--- config.mk ---
export PLATFORM = sky130hd
export DESIGN_NAME = reg_scoreboard_flat
export DESIGN_NICKNAME = d
export VERILOG_FILES = /design/src/rtl/reg_scoreboard_if.sv /design/src/rtl/reg_scoreboard.sv /design/src/flat_wrapper.sv
export SDC_FILE = /design/constraint.sdc
export NUM_CORES = 1
export LEC_CHECK = 0
export ABC_AREA = 1
export CELL_PAD_IN_SITES_DETAIL_PLACEMENT = 1
export CELL_PAD_IN_SITES_GLOBAL_PLACEMENT = 2
export CORE_MARGIN = 5
export CORE_UTILIZATION = 33
export CTS_BUF_LIST = sky130_fd_sc_hd__clkbuf_16
export DETAILED_ROUTE_END_ITERATION = 12
export GPL_ROUTABILITY_DRIVEN = 0
export PLACE_DENSITY = 0.91
export SYNTH_ARGS = -nofsm -noshare
export SYNTH_HDL_FRONTEND = slang
export SYNTH_SLANG_ARGS = --single-unit
--- constraint.sdc ---
create_clock -name clk_i -period 4.35 [get_ports clk_i]
set_clock_uncertainty 0.05 [all_clocks]
set_input_delay 0.87 -clock clk_i [delete_from_list [all_inputs] [get_ports clk_i]]
set_output_delay 0.87 -clock clk_i [all_outputs]
set_load 0.02 [all_outputs]
--- src/rtl/reg_scoreboard_if.sv ---
// reg_scoreboard_if: ID-stage issue bundle and scoreboard status between the pipeline and reg_scoreboard.
interface reg_scoreboard_if #(
  parameter int ADDR_W = 5,
  parameter int LAT_W  = 3,
  parameter int CNT_W  = 16
);
  logic                 issue_valid_i;
  logic [ADDR_W-1:0]    issue_rs_i;
  logic                 issue_rs_used_i;
  logic [ADDR_W-1:0]    issue_rt_i;
  logic                 issue_rt_used_i;
  logic [ADDR_W-1:0]    issue_rd_i;
  logic                 issue_we_i;
  logic [LAT_W-1:0]     issue_lat_i;
  logic                 flush_i;
  logic                 stall_o;
  logic                 issue_accept_o;
  logic [2**ADDR_W-1:0] busy_o;
  logic [CNT_W-1:0]     stall_cnt_o;
  modport master (
    output issue_valid_i, issue_rs_i, issue_rs_used_i, issue_rt_i, issue_rt_used_i,
    output issue_rd_i, issue_we_i, issue_lat_i, flush_i,
    input  stall_o, issue_accept_o, busy_o, stall_cnt_o
  );
  modport slave (
    input  issue_valid_i, issue_rs_i, issue_rs_used_i, issue_rt_i, issue_rt_used_i,
    input  issue_rd_i, issue_we_i, issue_lat_i, flush_i,
    output stall_o, issue_accept_o, busy_o, stall_cnt_o
  );
endinterface

--- src/rtl/reg_scoreboard.sv ---
// reg_scoreboard: per-register latency countdown raising ID-stage RAW/WAW stalls, with a saturating stall counter.
module reg_scoreboard #(
  parameter int ADDR_W       = 5,
  parameter int LAT_W        = 3,
  parameter int R0_HARDWIRED = 1,
  parameter int CNT_W        = 16
) (
  input logic             clk_i,
  input logic             rst_i,
  reg_scoreboard_if.slave sb
);
  localparam int NREG = 2**ADDR_W;
  logic [LAT_W-1:0] r_cnt [NREG];
  logic [CNT_W-1:0] r_stall_cnt;
  logic w_rs_haz, w_rt_haz, w_waw_haz, w_rd_trk, w_live, w_stall, w_load;
  always_comb begin
    w_rd_trk  = !(R0_HARDWIRED != 0 && sb.issue_rd_i == '0);
    w_rs_haz  = sb.issue_rs_used_i && !(R0_HARDWIRED != 0 && sb.issue_rs_i == '0) && r_cnt[sb.issue_rs_i] != '0;
    w_rt_haz  = sb.issue_rt_used_i && !(R0_HARDWIRED != 0 && sb.issue_rt_i == '0) && r_cnt[sb.issue_rt_i] != '0;
    w_waw_haz = sb.issue_we_i && w_rd_trk && r_cnt[sb.issue_rd_i] > sb.issue_lat_i;
    w_live    = sb.issue_valid_i && !sb.flush_i;
    w_stall   = w_live && (w_rs_haz || w_rt_haz || w_waw_haz);
    w_load    = w_live && !w_stall && sb.issue_we_i && w_rd_trk;
  end
  assign sb.stall_o        = w_stall;
  assign sb.issue_accept_o = w_live && !w_stall;
  assign sb.stall_cnt_o    = r_stall_cnt;
  for (genvar g = 0; g < NREG; g++) begin : g_busy
    assign sb.busy_o[g] = r_cnt[g] != '0;
  end
  // A new load wins over the entry's own decrement; r0 never loads when hardwired.
  always_ff @(posedge clk_i or posedge rst_i) begin
    if (rst_i) begin
      for (int r = 0; r < NREG; r++) r_cnt[r] <= '0;
      r_stall_cnt <= '0;
    end else begin
      for (int r = 0; r < NREG; r++)
        if (w_load && sb.issue_rd_i == ADDR_W'(r)) r_cnt[r] <= sb.issue_lat_i;
        else if (r_cnt[r] != '0) r_cnt[r] <= r_cnt[r] - 1'b1;
      if (w_stall && r_stall_cnt != '1) r_stall_cnt <= r_stall_cnt + 1'b1;
    end
  end
endmodule

--- src/flat_wrapper.sv ---
// flat-port wrapper written by rule: the top's interface ports become plain ports
module reg_scoreboard_flat 
#(
  parameter int ADDR_W       = 5,
  parameter int LAT_W        = 3,
  parameter int R0_HARDWIRED = 1,
  parameter int CNT_W        = 16
)
  (clk_i, rst_i, sb_issue_valid_i, sb_issue_rs_i, sb_issue_rs_used_i, sb_issue_rt_i, sb_issue_rt_used_i, sb_issue_rd_i, sb_issue_we_i, sb_issue_lat_i, sb_flush_i, sb_stall_o, sb_issue_accept_o, sb_busy_o, sb_stall_cnt_o);
  reg_scoreboard_if #(.ADDR_W(ADDR_W), .LAT_W(LAT_W), .CNT_W(CNT_W)) sb_i ();
  input logic clk_i;
  input logic rst_i;
  input wire logic [$bits(sb_i.issue_valid_i)-1:0] sb_issue_valid_i;
  input wire logic [$bits(sb_i.issue_rs_i)-1:0] sb_issue_rs_i;
  input wire logic [$bits(sb_i.issue_rs_used_i)-1:0] sb_issue_rs_used_i;
  input wire logic [$bits(sb_i.issue_rt_i)-1:0] sb_issue_rt_i;
  input wire logic [$bits(sb_i.issue_rt_used_i)-1:0] sb_issue_rt_used_i;
  input wire logic [$bits(sb_i.issue_rd_i)-1:0] sb_issue_rd_i;
  input wire logic [$bits(sb_i.issue_we_i)-1:0] sb_issue_we_i;
  input wire logic [$bits(sb_i.issue_lat_i)-1:0] sb_issue_lat_i;
  input wire logic [$bits(sb_i.flush_i)-1:0] sb_flush_i;
  output wire logic [$bits(sb_i.stall_o)-1:0] sb_stall_o;
  output wire logic [$bits(sb_i.issue_accept_o)-1:0] sb_issue_accept_o;
  output wire logic [$bits(sb_i.busy_o)-1:0] sb_busy_o;
  output wire logic [$bits(sb_i.stall_cnt_o)-1:0] sb_stall_cnt_o;
  assign sb_i.issue_valid_i = sb_issue_valid_i;
  assign sb_i.issue_rs_i = sb_issue_rs_i;
  assign sb_i.issue_rs_used_i = sb_issue_rs_used_i;
  assign sb_i.issue_rt_i = sb_issue_rt_i;
  assign sb_i.issue_rt_used_i = sb_issue_rt_used_i;
  assign sb_i.issue_rd_i = sb_issue_rd_i;
  assign sb_i.issue_we_i = sb_issue_we_i;
  assign sb_i.issue_lat_i = sb_issue_lat_i;
  assign sb_i.flush_i = sb_flush_i;
  assign sb_stall_o = sb_i.stall_o;
  assign sb_issue_accept_o = sb_i.issue_accept_o;
  assign sb_busy_o = sb_i.busy_o;
  assign sb_stall_cnt_o = sb_i.stall_cnt_o;
  reg_scoreboard #(.ADDR_W(ADDR_W), .LAT_W(LAT_W), .R0_HARDWIRED(R0_HARDWIRED), .CNT_W(CNT_W)) u_core (.clk_i(clk_i), .rst_i(rst_i), .sb(sb_i));
endmodule
==> results_dict.tcl <==
set metrics [dict create \
    synthAdderAreaFrac_pct 8.77 \
    crit_chain "clkdlybuf4s50_1, buf_4, nor2_2, nand3_1, nand2_1, inv_1, nand2_1, nand2_1, nand2_1, inv_1, nand2_1, nand2_1, nand2_1, nand3_2, and2_4, clkdlybuf4s15_2" \
    ir_drop_mv 0.276 \
    die_area_um2 32900 \
    wl_um 39900 \
    grt_max_degree 62 \
    ios 75 \
    crit_family "simple AND/OR/NAND/NOR gates" \
    cp.arrival_ps 3260 \
    synth-simple-area-share_pct 34.7 \
    worstSetupStartpointType "input pin" \
    syn-instance-count 1490 \
    max_slew.worst_pin.slew_ps 799 \
    start_util_pct 33.6 \
    dr.pass1.iters 5 \
    synth_xor_area_share_pct 6.77 \
    crit_type "in2out" \
    postSynthAreaPerCell_um2 6.51 \
    portBuffers 74 \
    powerDensity_nw_per_um2 641 \
    met2_length_um 18100 \
    async_flop_share_pct 100 \
    numCtsBuffers 9 \
    max_freq_ghz 0.239 \
    met1_length_um 17700 \
    place_hpwl_um 30200 \
    n_antenna_cell 0 \
    synth-seq-area-share_pct 28.9 \
    synth_area_leaders "dfrtp_1 (29%), nand2_1 (17%), inv_1 (8.9%), ha_1 (8.8%), nand3_1 (8.4%)" \
    rows 62 \
    muxShareOfSynthArea_pct 0.103 \
    hold_buffers 0 \
    die_height_um 181 \
    synth_top_family_by_area "simple AND/OR/NAND/NOR gates" \
    ys_ff_latch 112 \
    coreArea_um2 28900 \
    post-route-period-util_pct 96.2 \
    synth_most_common_cell "nand2_1" \
    htree_levels 3 \
    worstPathMaxFanout 5 \
    top_layer_used "met4" \
    route.vias.total 10473 \
    cpPeakStageDelay_ps 520 \
    fillerInstances 3759 \
    synth_compound_area_share_pct 8.76 \
    syn_nets 1583 \
    synth_top_cell_area_share_pct 28.9 \
    drcViolationCount 0 \
    gr-total-overflow 0 \
    leakagePower_nw 6.11 \
    outcome "complete, no violations" \
    clock_latency_ps 370 \
    crit_slowest_cell "clkdlybuf4s50_1" \
    seq_area_um2 2800 \
    dp_cells 1958 \
    grt_setup_unrepaired "no" \
    synth_area_leader_cell "dfrtp_1" \
    grt_pass1_vias 10804 \
    nets 1679 \
    worst_slack_ps 167 \
    wire_per_inst_um 20.2 \
    synth-edff-count 0 \
    vias_per_cell 5.30 \
    area_growth_pct 20.0 \
    multiInputGateArea_um2 5750 \
    cp_num_buf_inv 5 \
    grt_usage_pct 23.6 \
    grt_first_pass_wirelength_um 61500 \
    antenna_found_initial 0 \
    hold_violations 0 \
    root_buffer "clkbuf_16" \
    cts_sinks 112 \
    hold_path_class "reg2reg" \
    end_kind "output port" \
    wl_met3_um 2530 \
    clk_pin_slew_ps 90 \
    cts_tree "done" \
    min_period_ps 4180 \
    syn_area_um2 9700 \
    ys_types 37 \
    setup_viol 0 \
    cpMostUsedCell "nand2_1" \
    maxCapViolations 0 \
    clock_path_buffers 2 \
    maxSlewViolCount 0 \
    drive_above_1_share_pct 6.91 \
    first_iter_violations 752 \
    ys_top_cells_by_count "nand2_1 (439), inv_1 (230), nand3_1 (162)" \
    die_w_um 181 \
    required_ps 3430 \
    pre_cts_ws_ps -674 \
    ant_nets 0 \
    slew_headroom_pct 46.7 \
    synth_flop_cell "dfrtp_1" \
    stdcell_count 1975 \
    yosys_warnings 0 \
]
## power breakdown
group          leakage [nW]  switching [mW]  internal, mW  total, mW
clock network         0.136           0.452         0.398      0.850
registers              1.36           0.466          1.54       2.01
logic                  4.61            2.94          1.66       4.60
total                  6.11            3.86          3.60       7.46
## placed cells by master, fill, tap and decap left out, types with 3 or more instances in the layout
| cell | netlist | final |
|---|---|---|
| nor2_4 | 1 | 3 |
| inv_1 | 230 | 226 |
| clkbuf_16 | 0 | 9 |
| o22ai_1 | 37 | 37 |
| a22oi_1 | 4 | 4 |
| inv_2 | 6 | 9 |
| nor4_1 | 5 | 5 |
| nand3_1 | 162 | 162 |
| nor3_1 | 5 | 5 |
| o21ai_1 | 3 | 8 |
| nor2_2 | 4 | 3 |
| clkdlybuf4s50_1 | 0 | 68 |
| xor2_1 | 63 | 63 |
| o21ai_0 | 72 | 67 |
| ha_1 | 68 | 68 |
| nand2_1 | 439 | 439 |
| dfrtp_1 | 112 | 112 |
| nand4_1 | 59 | 59 |
| nor2_1 | 107 | 106 |
| o221ai_1 | 4 | 4 |
| xnor2_1 | 12 | 12 |
| a21oi_1 | 24 | 24 |
| buf_12 | 0 | 13 |
| buf_4 | 5 | 57 |
## through the flow
| stage | utilization [%] | power, mW | cell area [µm²] | hold WS [ps] | TNS (ps) |
|---|---|---|---|---|---|
| 2_1_floorplan | - | 4.95 | 9700 | 403 | 0 |
| 3_3_place_gp | 39.3 | 6.32 | 11300 | 416 | -5730 |
| 3_5_place_dp | 39.3 | 6.55 | 11300 | 435 | -11480 |
| 4_1_cts | 40.3 | 7.45 | 11600 | 456 | 0 |
| 5_1_grt | 40.3 | 8.16 | 11600 | 512 | 0 |
| 6_report | 40.3 | 7.46 | 11600 | 452 | 0 |
## layout make-up
cell class	instances	area share [%]
Clock buffer	9	1.94
Timing Repair Buffer	145	12.3
Tap cell	384	4.13
Inverter	236	7.66
Sequential cell	112	24.1
Clock inverter	7	0.484
Multi-Input combinational cell	1082	49.4
## cells by family after synthesis
| group | count (synthesis) |
|---|---|
| AOI/OAI and AO/OA | 151 |
| xor gates and xnor gates | 75 |
| adders and majority gates | 68 |
| buffers and inverters | 296 |
| DFF | 112 |
| muxes | 1 |
| and+or+nand+nor | 787 |
## state kept, by name, indices dropped and copies added (netlist names)
register	cells
u_core.sb.stall_cnt_o	16
u_core.r_cnt	96
## path summary, 6_finish.rpt
kind                             startpoint                to  slack [ps]  cells after the start
min reg2reg                u_core.r_cnt[94]  u_core.r_cnt[94]         450                      2
min in group asynchronous             rst_i  u_core.r_cnt[30]         780                      2
max in group asynchronous             rst_i   u_core.r_cnt[1]        2730                      3
max reg2reg                 u_core.r_cnt[8]  u_core.r_cnt[68]         850                     16
min                        u_core.r_cnt[94]  u_core.r_cnt[94]         450                      2
max                        sb_issue_rs_i[1]        sb_stall_o         170                     16
## metal layers
layer	global-route usage, %	vias to the layer above
met5	0	-
met4	8.98	0
met3	4.12	77
met2	38.5	322
met1	31.5	5125
li1	-	4949
## tightest hold or removal path, delay by kind of cell (launching register included)
kind,cells,cell delay [ps]
AO/OA/AOI/OAI,1,60
AND/OR/NAND/NOR,1,50
flip-flops,1,360
## what timing repair did
item / CTS / global route
setup buffers: 0 / 1
endpoints found under the setup margin: 2 / 2
resized for setup: 15 / 13
pin swaps: 0 / 2
Note: power is estimated with default switching activity, not from simulation.
==> RTL change 1, RTL diff (config.mk and constraints unchanged) <==
`CNT_W` is set to 16 in 3 places; all go to 24.
--- a/src/rtl/reg_scoreboard_if.sv
+++ b/src/rtl/reg_scoreboard_if.sv
@@ -2,7 +2,7 @@
 interface reg_scoreboard_if #(
   parameter int ADDR_W = 5,
   parameter int LAT_W  = 3,
-  parameter int CNT_W  = 16
+  parameter int CNT_W  = 24
 );
   logic                 issue_valid_i;
   logic [ADDR_W-1:0]    issue_rs_i;
--- a/src/rtl/reg_scoreboard.sv
+++ b/src/rtl/reg_scoreboard.sv
@@ -3,7 +3,7 @@
   parameter int ADDR_W       = 5,
   parameter int LAT_W        = 3,
   parameter int R0_HARDWIRED = 1,
-  parameter int CNT_W        = 16
+  parameter int CNT_W        = 24
 ) (
   input logic             clk_i,
   input logic             rst_i,
--- a/src/flat_wrapper.sv
+++ b/src/flat_wrapper.sv
@@ -4,7 +4,7 @@
   parameter int ADDR_W       = 5,
   parameter int LAT_W        = 3,
   parameter int R0_HARDWIRED = 1,
-  parameter int CNT_W        = 16
+  parameter int CNT_W        = 24
 )
   (clk_i, rst_i, sb_issue_valid_i, sb_issue_rs_i, sb_issue_rs_used_i, sb_issue_rt_i, sb_issue_rt_used_i, sb_issue_rd_i, sb_issue_we_i, sb_issue_lat_i, sb_flush_i, sb_stall_o, sb_issue_accept_o, sb_busy_o, sb_stall_cnt_o);
   reg_scoreboard_if #(.ADDR_W(ADDR_W), .LAT_W(LAT_W), .CNT_W(CNT_W)) sb_i ();
Ports: changed (resized sb_stall_cnt_o); port bits go from 75 to 83. The function was not compared with the original's and may differ.
==> RTL change 1 against the unedited design <==
Register-to-register slack got worse by 290 ps; worst hold slack got worse by 20 ps; routed wire length rose by 7.7%; design area rose by 9.3%; combinational power rose by 7.8%; total power rose by 16%; area after synthesis rose by 5.8%; sequential cell count rose by 8; setup slack got worse by 120 ps; critical path type unchanged; critical endpoint is now sb_issue_accept_o; largest power group unchanged.
==> RTL change 1: results (changes against the unedited design) <==
Status
  – Status: finished, final reports clean

Yosys
  – Mux cell area share after synthesis: 0.195% (+0.092 points)
  – Yosys top cell area share: 29.3% (+0.38 points)
  – #FFs+latches synth: 120 (+7.1%)
  – Ranking of synthesized cells by area: dfrtp_1 29%, nand2_1 16%, inv_1 8.9%
  – Synth Area in Adders: 8.29% (-0.48 points)
  – Count of cell types in the netlist: 34 (-8.1%)
  – Compound-cell area share of the yosys netlist: 9.03% (+0.27 points)
  – Most frequent cells after synthesis: 437 x nand2_1, 243 x inv_1, 156 x nand3_1

Hold path
  – Worst Hold Launch: u_core.r_cnt[93]$_DFFE_PP0P_
  – Hold path endpoint: u_core.r_cnt[93]$_DFFE_PP0P_
  – Min-Delay Path Depth: 1 (-1)

Global route
  – Met3 GRT Util: 5.42% (+1.3 points)
  – Total GRT Usage: 24.5% (+0.85 points)
  – Largest net degree at the start of global routing: 58 (-6.5%)
  – Vias in the first global route: 11700 (+8.3%)
  – M2 GR Usage: 40.4% (+1.9 points)
  – M1 GR Usage: 31.9% (+0.36 points)

Power
  – Leakage: 6.58 nW (+7.7%)
  – Worst vdd ir: 293 uV (+6.3%)
  – Flop pwr share: 25.1% (-1.9 points)
  – Switching part of the total: 49.5% (-2.2 points)

Drt
  – Via density: 5.37 (+1.3%)
  – M1 WL: 18700 um (+5.2%)
  – Final WL: 43000 um (+7.7%)
  – DR iter-0 viols: 796 (+5.9%)
  – Wire length on met2: 20200 um (+11%)
  – WL met3: 2760 um (+9.3%)

Placement
  – Post-DP HPWL: 32000 um (+6.0%)

CTS
  – Clk slew on worst S/H paths: 60 ps (-30 ps)
  – H-tree Lvls: 4 (+1)
  – Number of gates resized after CTS: 25 (+10)

Timing
  – Slew Limit Headroom: 46.3% (-0.38 points)

Critical path
  – Setup slack, reg-to-reg: 560 ps (-290 ps)
  – R2r startpoint: u_core.r_cnt[5]$_DFFE_PP0P_
  – Crit Path Max Fanout: 8 (+3)
  – Largest stage delay on the critical path: 310 ps (-210 ps)
  – Crit path arrival time: 3380 ps (+120 ps)

Layout
  – Clk tree area frac: 4.63% (+2.2 points)
  – Fin nets: 1776 (+5.8%)
  – Clock buffers: 17 (+8)
  – Sequential share of cell area: 23.6% (-0.47 points)
  – Area of the multi-input gates: 6090 um2 (+6.0%)
  – Buffers, non-clock: 170 (+17%)
[RTL change 1: worst max-delay path by stage]
stage	startpoint	to	depth (start not counted)
5_1_grt	sb_issue_rd_i[0]	sb_stall_o	18
3_3_place_gp	sb_issue_rd_i[0]	sb_issue_accept_o	17
6_report	sb_issue_rd_i[0]	sb_issue_accept_o	16
4_1_cts	sb_issue_rd_i[2]	sb_issue_accept_o	15
3_5_place_dp	sb_issue_rd_i[0]	sb_issue_accept_o	16
2_1_floorplan	rst_i	u_core.r_cnt[0]$_DFFE_PP0P_	1
[RTL change 1: per-stage QoR]
step           hold WS [ps]  setup WS (ps)  util (%)  area, um2  power, mW
2_1_floorplan           392            244         -      10300       5.34
6_report                432           48.8      41.5      12700       8.64
4_1_cts                 437           17.2      41.2      12600       8.63
3_3_place_gp            407           -776      39.2      12000       6.84
5_1_grt                 470          -23.9      41.5      12700       9.46
3_5_place_dp            424          -1010      39.2      12000       7.04
==> RTL change 2, RTL diff (same settings) <==
Without the edit above. Make the reset (`rst_i`) synchronous in one clocked block.
--- a/src/rtl/reg_scoreboard.sv
+++ b/src/rtl/reg_scoreboard.sv
@@ -29,7 +29,7 @@
     assign sb.busy_o[g] = r_cnt[g] != '0;
   end
   // A new load wins over the entry's own decrement; r0 never loads when hardwired.
-  always_ff @(posedge clk_i or posedge rst_i) begin
+  always_ff @(posedge clk_i) begin
     if (rst_i) begin
       for (int r = 0; r < NREG; r++) r_cnt[r] <= '0;
       r_stall_cnt <= '0;
Formal check against the unedited RTL: not equivalent (Yosys sat finds a counterexample within 4 cycles, from zero or initial values and one cycle with rst_i high; the reset may be asserted at any time).
==> RTL change 2 against the unedited design <==
Design area increased by 7.3%; total power decreased by 32%; sequential cell count unchanged; non-clock buffer count increased by 58; setup slack improved by 1.0 ps; routed wire length decreased by 3.4%; sequential power decreased by 17%; combinational power decreased by 45%; area after synthesis increased by 5.0%; count of clock-buffer cells in the layout unchanged; critical path type is now in -> reg.
==> RTL change 2: results (changes against the unedited design) <==
Drt
  – Vias: 10900 (+4.1%)

Yosys
  – Mux cell area share after synthesis: 0% (-0.10 points)
  – Seq/Total Area, Yosys: 31.5% (+2.6 points)
  – Ranking of synthesized cells by area: edfxtp_1 28%, nand2_1 11%, nand3_1 11%
  – Post-Synth XOR/XNOR Area: 3.61% (-3.2 points)
  – Compound-cell area share of the yosys netlist: 9.19% (+0.43 points)
  – Most frequent cells after synthesis: 305 x nand2_1, 214 x nand3_1, 169 x nor2_1
  – Syn nets: 1545 (-2.4%)
  – Mapped Cells: 1452 (-2.6%)
  – Number of synthesized flops with an enable pin: 96 (+96)
  – Synth Area in Adders: 8.36% (-0.42 points)
  – Asr flop ratio synth: 0% (-100 points)

Global route
  – First-pass GRT wire length: 60300 um (-2.0%)
  – Largest net degree at the start of global routing: 76 (+23%)
  – Total GRT Usage: 22.2% (-1.5 points)

Placement
  – Worst slack at placement: -766 ps (-92.3 ps)
  – Placed Area: 12100 um2 (+6.5%)
  – Post-DP HPWL: 29600 um (-1.8%)

Layout
  – Proportion of layout cells with a drive suffix above 1: 12.4% (+5.5 points)
  – Final non-filler cell total: 2000 (+1.3%)
  – Fin nets: 1692 (+0.77%)

Critical path
  – Crit path arrival time: 4360 ps (+1100 ps)
  – R2r startpoint: u_core.r_cnt[29][2]$_SDFFCE_PP0P_
  – Crit path from: sb_issue_rd_i[0]
  – Crit Path Max Fanout: 4 (-1)

Power
  – Worst vdd ir: 183 uV (-34%)
  – Leakage: 5.54 nW (-9.3%)

Status
  – Status: finished, final reports clean

Timing
  – Slew Limit Headroom: 32.1% (-15 points)

Hold path
  – Worst Hold Launch: u_core.sb.stall_cnt_o[13]$_SDFFE_PP0P_

CTS
  – Clk_lat worst skew: 390 ps (+20 ps)
RTL change 2: cell types whose count changed after synthesis, moves of 13 or more:
cell / delta
nand2_1: -134
dfrtp_1: -112
edfxtp_1: +96
inv_1: -64
nor2_1: +62
nand3_1: +52
a21oi_1: +44
xor2_1: -44
nor3_1: +32
o21ai_0: -32
dfxtp_1: +16
nand3_2: +13
RTL change 2: cell type report:
class,count,area [um2]
repair buffers,203,1840
clock inverters,7,71.3
well taps,396,495
inverters,178,674
clock buffers,9,225
fillers,3846,18000
multi-input cells,1095,5980
flip-flops and latches,112,3200
RTL change 2: power breakdown:
part | internal (mW) | switching [mW]
registers | 1.50 | 0.158
logic | 0.931 | 1.60
clock network | 0.410 | 0.482
total | 2.84 | 2.24
RTL change 2: worst paths after layout:
| path | end | slack [ps] | cells after the start |
|---|---|---|---|
| setup reg to reg | u_core.r_cnt[1][1]$_SDFFCE_PN0P_ | 480 | 23 |
| hold / removal | u_core.sb.stall_cnt_o[13]$_SDFFE_PP0P_ | 440 | 2 |
| setup / recovery | u_core.r_cnt[1][1]$_SDFFCE_PN0P_ | 170 | 27 |
| hold reg to reg | u_core.sb.stall_cnt_o[13]$_SDFFE_PP0P_ | 440 | 2 |
RTL change 2: metal layers:
metal / vias to the layer above / part of all wire, % / global-route usage, % / routed length, um
li1: 5208 / - / - / -
met1: 5317 / 44 / 29.0 / 16800
met2: 310 / 48 / 38.3 / 18500
met3: 63 / 5.7 / 2.79 / 2180
met4: 2 / 2.7 / 6.88 / 1040
met5: - / 0.018 / 0 / 7
RTL change 2: critical path, cell delays in order:
cell and delay [ps]:
clkbuf_2 130, inv_2 100, nor2_4 50, buf_4 140
a22oi_1 150, buf_4 150, o221ai_1 120, a21oi_1 170
o21ai_1 80, ha_1 360, a21oi_2 190, o21ai_2 90
nand3_2 110, buf_4 120, buf_4 90, buf_4 100
buf_4 100, buf_4 90, buf_4 90, nand2_1 50
nor2_1 130, buf_4 180, nand4_1 130, nand2_1 190
nand2_1 100, buf_4 170, nor2_1 120
RTL change 2: cells by family (layout without fill, tap and decap cells):
kind of cell	count (synthesis)	in the layout
fa+ha+maj	68	68
xor+xnor	42	42
compound gates	167	167
simple gates	818	818
buf+inv	245	397
flops	112	112
RTL change 2: timing repair:
| action | in CTS | in global routing |
|---|---|---|
| buffers inserted | 8 | 1 |
| setup endpoints to repair | 129 | 108 |
| pin swaps | 1 | 8 |
| cloned | 0 | 1 |
| gates resized for setup | 16 | 18 |
RTL change 2: per-stage QoR:
step           power, mW  hold slack (ps)  util [%]
3_3_place_gp        4.06              414      39.6
3_5_place_dp        4.14              434      39.6
2_1_floorplan       3.21              499         -
5_1_grt             5.44              477      40.9
4_1_cts             5.06              449      40.7
6_report            5.08              442      40.9
